**config.mk**
```make
export PLATFORM = sky130hd
export DESIGN_NAME = sdram_fifo_tester
export DESIGN_NICKNAME = d
export VERILOG_FILES = /design/src/rtl/sdram_fifo_tester.sv
export SDC_FILE = /design/constraint.sdc
export NUM_CORES = 1
export LEC_CHECK = 0
export CAP_MARGIN = 20
export CELL_PAD_IN_SITES_DETAIL_PLACEMENT = 0
export CELL_PAD_IN_SITES_GLOBAL_PLACEMENT = 1
export CORE_MARGIN = 1
export CORE_UTILIZATION = 41
export DETAILED_ROUTE_END_ITERATION = 7
export PLACE_DENSITY = 0.87
export SLEW_MARGIN = 20
export SYNTH_ARGS = -nofsm -noshare
export SYNTH_HDL_FRONTEND = slang
export SYNTH_SLANG_ARGS = --single-unit
```
**constraint.sdc**
```tcl
create_clock -name CLK -period 3.52 [get_ports CLK]
set_input_delay 0.352 -clock CLK [delete_from_list [all_inputs] [get_ports CLK]]
set_output_delay 0.352 -clock CLK [all_outputs]
set_load 0.005 [all_outputs]
```
**src/rtl/sdram_fifo_tester.sv**
```systemverilog
// Host-side traffic generator/checker for the SDRAM controller FIFO ports.
// Writes an XOR-keyed index pattern, waits for drain, reads back and checks it.
module sdram_fifo_tester #(
    parameter int               DSIZE      = 16,
    parameter int               ASIZE      = 23,
    parameter int               WORDS      = 1024,
    parameter int               BURST      = 256,
    parameter int               START_ADDR = 0,
    parameter logic [DSIZE-1:0] PATTERN    = 16'hA5C3,
    parameter int               CLR_CYC    = 4,
    parameter int               DRAIN_CYC  = 64,
    parameter int               WDOG       = 65535
) (
    input  logic             CLK,
    input  logic             RESET_N,
    input  logic             START,
    output logic             WR,
    output logic [DSIZE-1:0] WR_DATA,
    input  logic             WR_FULL,
    input  logic [15:0]      WR_USE,
    output logic             WR_LOAD,
    output logic             RD,
    input  logic [DSIZE-1:0] RD_DATA,
    input  logic             RD_EMPTY,
    output logic             RD_LOAD,
    output logic [ASIZE-1:0] WR_ADDR,
    output logic [ASIZE-1:0] RD_ADDR,
    output logic [ASIZE-1:0] WR_MAX_ADDR,
    output logic [ASIZE-1:0] RD_MAX_ADDR,
    output logic [8:0]       WR_LENGTH,
    output logic [8:0]       RD_LENGTH,
    output logic             BUSY,
    output logic             DONE,
    output logic             PASS,
    output logic             TIMEOUT,
    output logic [15:0]      ERR_COUNT,
    output logic [15:0]      FIRST_ERR_IDX,
    output logic [DSIZE-1:0] FIRST_ERR_DATA,
    output logic [2:0]       DBG_STATE
);

    typedef enum logic [2:0] {
        S_IDLE  = 3'd0,
        S_CLEAR = 3'd1,
        S_WRITE = 3'd2,
        S_DRAIN = 3'd3,
        S_RLOAD = 3'd4,
        S_READ  = 3'd5,
        S_FIN   = 3'd6
    } state_t;

    localparam logic [16:0] WORDS_X    = 17'(WORDS);
    localparam logic [15:0] LAST_IDX   = 16'(WORDS - 1);
    localparam logic [15:0] CLR_LAST   = 16'(CLR_CYC - 1);
    localparam logic [15:0] DRAIN_LAST = 16'(DRAIN_CYC - 1);
    localparam logic [31:0] WDOG_LIM   = 32'(WDOG);

    state_t           state, state_n;
    logic             start_q;
    logic             start_rise;
    logic [15:0]      wr_idx, rd_idx, chk_idx;
    logic [15:0]      phase_cnt;
    logic [15:0]      wr_use_q;
    logic [31:0]      wdog_cnt;
    logic             rd_vld;
    logic             err_seen;
    logic             wr_fire, rd_fire;
    logic             wr_load_c, rd_load_c;
    logic             wdog_hit;
    logic             active;
    logic             progress;
    logic [DSIZE-1:0] exp_data;

    assign WR_ADDR     = ASIZE'(START_ADDR);
    assign RD_ADDR     = ASIZE'(START_ADDR);
    assign WR_MAX_ADDR = ASIZE'(START_ADDR + WORDS);
    assign RD_MAX_ADDR = ASIZE'(START_ADDR + WORDS);
    assign WR_LENGTH   = 9'(BURST);
    assign RD_LENGTH   = 9'(BURST);

    assign start_rise = START && !start_q;
    assign active     = (state != S_IDLE) && (state != S_FIN);
    assign wdog_hit   = active && (wdog_cnt >= WDOG_LIM);
    assign exp_data   = DSIZE'(chk_idx) ^ PATTERN;

    // Strobes are decoded from the async-reset state register, so they drop
    // the moment RESET_N asserts.
    always_comb begin
        state_n   = state;
        wr_fire   = 1'b0;
        rd_fire   = 1'b0;
        wr_load_c = 1'b0;
        rd_load_c = 1'b0;
        case (state)
            S_IDLE: if (start_rise) state_n = S_CLEAR;
            S_CLEAR: begin
                wr_load_c = 1'b1;
                rd_load_c = 1'b1;
                if (phase_cnt == CLR_LAST) state_n = S_WRITE;
            end
            S_WRITE: begin
                wr_fire = !WR_FULL && ({1'b0, wr_idx} < WORDS_X);
                if (wr_fire && wr_idx == LAST_IDX) state_n = S_DRAIN;
            end
            S_DRAIN: if (WR_USE == 16'd0 && phase_cnt == DRAIN_LAST) state_n = S_RLOAD;
            S_RLOAD: begin
                rd_load_c = 1'b1;
                if (phase_cnt == CLR_LAST) state_n = S_READ;
            end
            S_READ: begin
                rd_fire = !RD_EMPTY && ({1'b0, rd_idx} < WORDS_X);
                if (rd_vld && chk_idx == LAST_IDX) state_n = S_FIN;
            end
            S_FIN:   state_n = S_IDLE;
            default: state_n = S_IDLE;
        endcase
        if (wdog_hit) state_n = S_FIN;
    end

    assign WR        = wr_fire;
    assign WR_DATA   = wr_fire ? (DSIZE'(wr_idx) ^ PATTERN) : '0;
    assign RD        = rd_fire;
    assign WR_LOAD   = wr_load_c;
    assign RD_LOAD   = rd_load_c;
    assign BUSY      = active;
    assign DBG_STATE = state;

    assign progress = wr_fire || rd_vld || (state_n != state) ||
                      ((state == S_DRAIN) && (WR_USE != wr_use_q));

    always_ff @(posedge CLK or negedge RESET_N) begin
        if (!RESET_N) begin
            state          <= S_IDLE;
            start_q        <= 1'b0;
            wr_idx         <= '0;
            rd_idx         <= '0;
            chk_idx        <= '0;
            phase_cnt      <= '0;
            wr_use_q       <= '0;
            wdog_cnt       <= '0;
            rd_vld         <= 1'b0;
            err_seen       <= 1'b0;
            DONE           <= 1'b0;
            PASS           <= 1'b0;
            TIMEOUT        <= 1'b0;
            ERR_COUNT      <= '0;
            FIRST_ERR_IDX  <= '0;
            FIRST_ERR_DATA <= '0;
        end else begin
            state    <= state_n;
            start_q  <= START;
            rd_vld   <= rd_fire;
            wr_use_q <= WR_USE;

            // Phase counter doubles as the CLEAR/RLOAD length and the
            // consecutive-empty count in DRAIN.
            if (state_n != state)
                phase_cnt <= '0;
            else if (state == S_DRAIN && WR_USE != 16'd0)
                phase_cnt <= '0;
            else
                phase_cnt <= phase_cnt + 16'd1;

            if (!active || progress)
                wdog_cnt <= '0;
            else if (wdog_cnt < WDOG_LIM)
                wdog_cnt <= wdog_cnt + 32'd1;

            if (state == S_IDLE && start_rise) begin
                DONE           <= 1'b0;
                PASS           <= 1'b0;
                TIMEOUT        <= 1'b0;
                ERR_COUNT      <= '0;
                FIRST_ERR_IDX  <= '0;
                FIRST_ERR_DATA <= '0;
                err_seen       <= 1'b0;
            end

            if (state == S_CLEAR)
                wr_idx <= '0;
            else if (wr_fire)
                wr_idx <= wr_idx + 16'd1;

            if (state == S_RLOAD)
                rd_idx <= '0;
            else if (rd_fire)
                rd_idx <= rd_idx + 16'd1;

            if (state == S_RLOAD) begin
                chk_idx <= '0;
            end else if (rd_vld) begin
                chk_idx <= chk_idx + 16'd1;
                if (RD_DATA != exp_data) begin
                    if (!err_seen) begin
                        err_seen       <= 1'b1;
                        FIRST_ERR_IDX  <= chk_idx;
                        FIRST_ERR_DATA <= RD_DATA;
                    end
                    if (ERR_COUNT != 16'hFFFF) ERR_COUNT <= ERR_COUNT + 16'd1;
                end
            end

            if (wdog_hit) TIMEOUT <= 1'b1;

            if (state == S_FIN) begin
                DONE <= 1'b1;
                PASS <= (ERR_COUNT == 16'd0) && !TIMEOUT;
            end
        end
    end

endmodule

```
==> key figures, run 1 <==
Critical path
  – Crit path kind: flip-flop to output port
  – Crit. End Element: output port
  – Crit Path Max Fanout: 13
  – Data arrival time of the worst path: ~2700 ps
  – Worst EP required: 3170 ps
  – Critical Path Start Type: flip-flop
  – R2r setup slk: ~560 ps

Placement
  – DP Area: approximately 10000 um2
  – Post-DP HPWL: about 13000 um
  – GP Congestion: between 0.8 and 0.9
  – PortBufs: 108

Global route
  – Global-route wire length before repair: 30500 um
  – Vias in the first global route: roughly 6000
  – Gr usage total: ~17%
  – Largest net degree at the start of global routing: 78
  – Total grt overflow: 0
  – Initial antenna violation count: 0

Drt
  – DRC errors left: 0
  – DR iter-0 viols: around 460
  – Routed wire length: roughly 19000 um
  – ANT nets after route: 0
  – Wire per inst: around 14 um
  – Routed vias: about 6500
  – Vias per inst: 4.84
  – Drt pass-1 iters: 5

Worst hold path
  – Worst hold path class: input pin to flip-flop

Synth
  – Cells after synthesis: between 900 and 1000
  – Cell taking the most area after synthesis: dfrtp_1
  – Sequential area share after synthesis: between 40% and 50%
  – Synthesis-stage register bit count: 169
  – Post-Syn Area: about 9000 um2
  – YS warnings: 0
  – Area contributors post-synth: dfrtp_1, buf_4, xor2_1
  – Cell variety after synth: 52
  – Top-count cell post-synth: dfrtp_1
  – EDFF count, synth: 0
  – Top cells by count, synth: dfrtp_1, nand2_1, buf_4
  – Top_reg_cell synth: dfrtp_1
  – Top-area cell type share of the netlist area: between 40% and 50%
  – Mean Syn Cell Area: between 9 and 10 um2
  – Asr flop ratio synth: 100%

STA
  – Worst-case clock skew: 12.0 ps
  – Crit path time final: ~3000 ps
  – Max Clk Rate: 329 MHz
  – Final TNS setup: 0 ps
  – Endpoints failing hold: 0
  – RSZ-0062 raised after global routing: false
  – Rel. slew slack: 52.4%
  – Pins Over Slew Limit: 0
  – Fin crit share: between 80% and 90%
  – Hold Slack: 397 ps
  – Final setup vio count: 0
  – Tightest Pin Transition: 713 ps

Cells and area
  – NumNets Final: 1107
  – Cell area after layout: between 10000 and 15000 um2
  – Area delta synth->final: 17.6%
  – Fraction of layout instances using a drive strength above 1: about 6.9%
  – Fillers: 1946
  – Diodes inserted: 0

Power and ir drop
  – Peak supply drop: 0.000245 V
  – Leakage: between 0.004 and 0.005 uW
  – Power Density: 524 nW/um2

Clock network
  – Clock transition at the registers of the reported paths: roughly 70 ps
  – CTS tree: yes
  – Clock Latency Late Sink: between 400 and 500 ps
  – Post-CTS setup repair buffer count: 0
  – Clock buffer depth: 2
  – CTS H-tree depth: 4
  – CTS Buf Count: 17
  – Root Driver: clkbuf_16
  – Clock sink count: roughly 170

Die
  – Core region area: 21300 um2
  – Ports: roughly 220
  – Starting density of the core: between 40% and 50%
  – Total die area: about 23000 um2
  – Die height: between 150 and 200 um
  – Width of the die: roughly 150 um
  – FP Rows: between 50 and 60

Run status
  – Outcome: finished clean

Run
  – Max-capacitance violation count: 0
## power breakdown
group / total [uW] / internal (uW) / switching [uW]
logic: 1390 / 652 / 733
clock network: 1800 / 992 / 807
registers: 2370 / 2150 / 224
total: 5560 / 3790 / 1760
## per-stage QoR
step,total power [uW],setup WS (ps),util [%],cells
6_report,5560,477,49.8,1351
5_1_grt,5880,296,49.8,1351
4_1_cts,5630,447,49.8,1351
3_5_place_dp,3800,499,47.1,1318
3_3_place_gp,3780,529,47.1,1318
2_1_floorplan,3190,1110,-,1071
## layer usage
layer,routed length [um],GRT usage [%],vias up
met5,0,0,-
met4,251,4.95,0
met3,875,3.73,19
met2,8900,26.7,184
met1,8540,23.6,3123
li1,-,-,3218
## final cells by class
cell class	instances	area [um2]	share of cell area (%)
multi-input cells	736	4180	39.4
well taps	275	344	3.24
inverters	14	52.6	0.496
flip-flops and latches	169	4230	39.9
repair buffers	125	1240	11.7
clock buffers	18	429	4.05
clock inverters	14	136	1.29
## path summary, 6_finish.rpt
path | start | end | cells past startpoint
worst min-delay path | START | start_q$_DFF_PN0_ | 1
min in group asynchronous | RESET_N | ERR_COUNT[3]$_DFF_PN0_ | 2
worst max-delay path | DBG_STATE[1]$_DFF_PN0_ | WR_DATA[2] | 7
max in group asynchronous | RESET_N | DBG_STATE[0]$_DFF_PN0_ | 3
worst max register to register | wdog_cnt[0]$_DFFE_PN0P_ | phase_cnt[12]$_DFF_PN0_ | 8
worst min register to register | rd_idx[15]$_DFFE_PN0P_ | rd_idx[15]$_DFFE_PN0P_ | 1
## sequential cells by signal (all words and copies together), names as in the netlist, 3 cells and up
register        flops
wdog_cnt           32
chk_idx            16
wr_idx             16
FIRST_ERR_DATA     16
phase_cnt          16
wr_use_q           16
ERR_COUNT          16
DBG_STATE           3
rd_idx             16
FIRST_ERR_IDX      16
## critical path, cell delays in order (launching register included)
cell and delay [ps]:
dfrtp_1 630, nor2b_1 340, nand4_1 150, buf_4 210, inv_1 70, buf_4 180, and2_1 160, clkdlybuf4s50_1 510
## logic make-up (layout without fill, tap and decap cells)
| family | Yosys count | count (layout) | synth area share (%) |
|---|---|---|---|
| flops | 169 | 169 | 46.9 |
| mux | 7 | 7 | 0.791 |
| simple gates | 414 | 414 | 23.7 |
| buf+inv | 166 | 171 | 12.3 |
| fa+ha+maj | 7 | 7 | 0.972 |
| xor+xnor | 93 | 93 | 9.04 |
| compound gates | 86 | 86 | 6.25 |
| other cells | 2 | 129 | 0.0833 |
## cells in the final DEF (no fill, tap or decap), types with 5 or more instances in the layout
cell             netlist  final
xor2_1                63     63
mux2i_1                6      6
and4_1                 9      9
inv_1                 14     14
nand4_1               21     21
nor3_1                41     40
nor3_2                12     12
nor4_1                32     32
or3_1                 11     11
clkbuf_16              0     17
a21oi_1               11     11
nand2_1              142    142
nand3_1               25     25
conb_1                 2    129
nor2b_1                8      8
inv_6                  0      5
buf_4                114     14
clkdlybuf4s50_1        0    107
xnor2_1               30     30
dfrtp_1              169    169
and3_1                21     21
and2_1                15     15
o21ai_0               50     50
ha_1                   7      7
nor2_1                55     55
## what timing repair did
action | in CTS | in global routing
endpoints found under the hold margin | 75 | 0
hold buffers | 1 | 0
gates resized for setup | 0 | 0
Note: power is estimated with default switching activity, not from simulation.
==> inputs of run 2 (changes only) <==
SKIP_CTS_REPAIR_TIMING = 1   (was default)
==> key figures, run 2 (synthesis gave the netlist of run 1 again) <==
Run status
  – Outcome: complete, but fails checks
  – Failing checks: hold timing

Cells and area
  – Area delta synth->final: 17.5% (about the same)
  – Largest reg by FF count: wdog_cnt
  – Max reg flops: 32 (unchanged)
  – Fraction of layout instances using a drive strength above 1: 6.88% (about the same)
  – Most frequent cells in the layout: dfrtp_1, nand2_1, conb_1, clkdlybuf4s50_1, xor2_1
  – Diodes inserted: 0 (unchanged)
  – NumNets Final: 1106 (-0.090%)
  – Commonest non-fill, non-tap cell in the layout: dfrtp_1
  – Finished Layout Cells: 1350 (-0.074%)

Die
  – Width of the die: 150 um (unchanged)
  – Core region area: 21300 um2 (unchanged)
  – Total die area: 22600 um2 (unchanged)
  – FP Rows: 53 (unchanged)
  – Starting density of the core: 42.3% (unchanged)
  – Die height: 150 um (unchanged)
  – Ports: 222 (unchanged)

STA
  – Pins Over Slew Limit: 0 (unchanged)
  – Crit path time final: 3050 ps (+5.87 ps)
  – Final setup vio count: 0 (unchanged)
  – Endpoints failing hold: 75 (+75)
  – Final worst slack: 471 ps (-5.87 ps)
  – Fin crit share: 86.6% (+0.17 points)
  – Final TNS setup: 0 ps (unchanged)
  – Worst-case clock skew: 9.80 ps (-2.16 ps)
  – Max Clk Rate: 328 MHz (-0.19%)
  – Hold Slack: -36.5 ps (-434 ps)
  – Tightest Pin Transition: 714 ps (+0.590 ps)
  – Rel. slew slack: 52.4% (about the same)
  – RSZ-0062 raised after global routing: false

Drt
  – ANT nets after route: 0 (unchanged)
  – DR iter-0 viols: 431 (-6.9%)
  – Drt pass-1 iters: 5 (unchanged)
  – Routed wire length: 18500 um (about the same)
  – Routed vias: 6541 (-0.046%)
  – Wire per inst: 13.7 um (about the same)
  – Vias per inst: 4.85 (about the same)
  – DRC errors left: 0 (unchanged)

Critical path
  – Crit. End Element: output port
  – Most Frequent Cell on Critical Path: buf_4
  – Slowest library cell on the worst path: dfrtp_1
  – Worst EP required: 3170 ps (about the same)
  – Crit path kind: flip-flop to output port
  – Data arrival time of the worst path: 2700 ps (about the same)
  – Crit path cell chain: nor2b_1 > nand4_1 > buf_4 > inv_1 > buf_4 > and2_1 > clkdlybuf4s50_1
  – Critical path's largest stage delay: 630 ps (about the same)
  – Critical Path Start Type: flip-flop
  – Crit Path Max Fanout: 13 (unchanged)
  – Reg2Reg Depth: 8 (unchanged)

Global route
  – Largest net degree at the start of global routing: 78 (unchanged)
  – Gr usage total: 17.1% (unchanged)
  – Global-route wire length before repair: 30500 um (unchanged)
  – Total grt overflow: 0 (unchanged)
  – Initial antenna violation count: 0 (unchanged)
  – Vias in the first global route: 6001 (unchanged)

Power and ir drop
  – Power Total: 5560 uW (about the same)
  – Leakage: 0.00483 uW (about the same)
  – Power Density: 524 nW/um2 (about the same)
  – Clock network fraction of total power: 32.4% (about the same)
  – Switching portion of total power: 31.7% (about the same)
  – Internal Power: 3790 uW (about the same)
  – Comb pwr share: 24.9% (about the same)
  – Peak supply drop: 0.000245 V (about the same)
  – Switch Pwr: 1760 uW (about the same)
  – Sequential share of power: 42.7% (about the same)

Clock network
  – Clock transition at the registers of the reported paths: 60 ps (about the same)
  – Root Driver: clkbuf_16
  – CTS H-tree depth: 4 (unchanged)
  – Clock Latency Late Sink: 430 ps (about the same)
  – CTS Buf Count: 17 (unchanged)
  – Clock buffer depth: 2 (unchanged)
  – Clock sink count: 169 (unchanged)
  – CTS tree: yes

Placement
  – Dpl cells: 1318 (unchanged)
  – Post-Place Worst Slack: 499 ps (unchanged)
  – GP Congestion: 0.804 (unchanged)
  – PortBufs: 108 (unchanged)
  – Post-DP HPWL: 13000 um (unchanged)

Run
  – Max-capacitance violation count: 0 (unchanged)

Worst hold path
  – Worst hold path class: input pin to async pin
## run 2: area by class of cell
| class | instances | area (um2) |
|---|---|---|
| fill | 1947 | 10700 |
| sequential | 169 | 4230 |
| multi-input combinational | 736 | 4180 |
| timing repair buffer | 124 | 1230 |
| clock buffer | 18 | 429 |
| tap | 275 | 344 |
| clock inverter | 14 | 136 |
| inverter | 14 | 52.6 |
## run 2: layer usage
metal | vias to the layer above | wire length, um | track usage, %
met4 | 0 | 232 | 4.95
met3 | 16 | 958 | 3.73
met5 | - | 0 | 0
met2 | 192 | 8950 | 26.7
li1 | 3211 | - | -
met1 | 3122 | 8410 | 23.6
## run 2: final timing paths
check / startpoint / endpoint / slack (ps)
setup / recovery: DBG_STATE[1]$_DFF_PN0_ / WR_DATA[2] / 470
hold / removal: RESET_N / ERR_COUNT[3]$_DFF_PN0_ / -40
setup reg to reg: wdog_cnt[0]$_DFFE_PN0P_ / wdog_cnt[12]$_DFFE_PN0P_ / 570
hold reg to reg: rd_idx[15]$_DFFE_PN0P_ / rd_idx[15]$_DFFE_PN0P_ / 480
max in group asynchronous: RESET_N / DBG_STATE[0]$_DFF_PN0_ / 2710
min in group CLK: START / start_q$_DFF_PN0_ / 400
## run 2: stage by stage
stage	hold slack, ps	cell area [um2]	util, %
2_1_floorplan	56.4	9490	-
3_3_place_gp	435	10000	47.1
3_5_place_dp	434	10000	47.1
4_1_cts	-33.0	10600	49.7
5_1_grt	11.2	10600	49.8
6_report	-36.5	10600	49.8
## run 2: critical path: cells and delay by family, from the launching register on
family                 cells  cell delay (ps)
and+or+nand+nor            3              660
DFF                        1              630
buffers and inverters      4              970
## run 2: power groups by stage
stage                     clock network, uW  logic (uW)  registers [uW]
after floorplan                           0         836            2350
final                                  1800        1380            2370
after global routing                   1930        1540            2410
after global placement                    0        1380            2400
after CTS                              1850        1400            2370
after detailed placement                  0        1390            2410
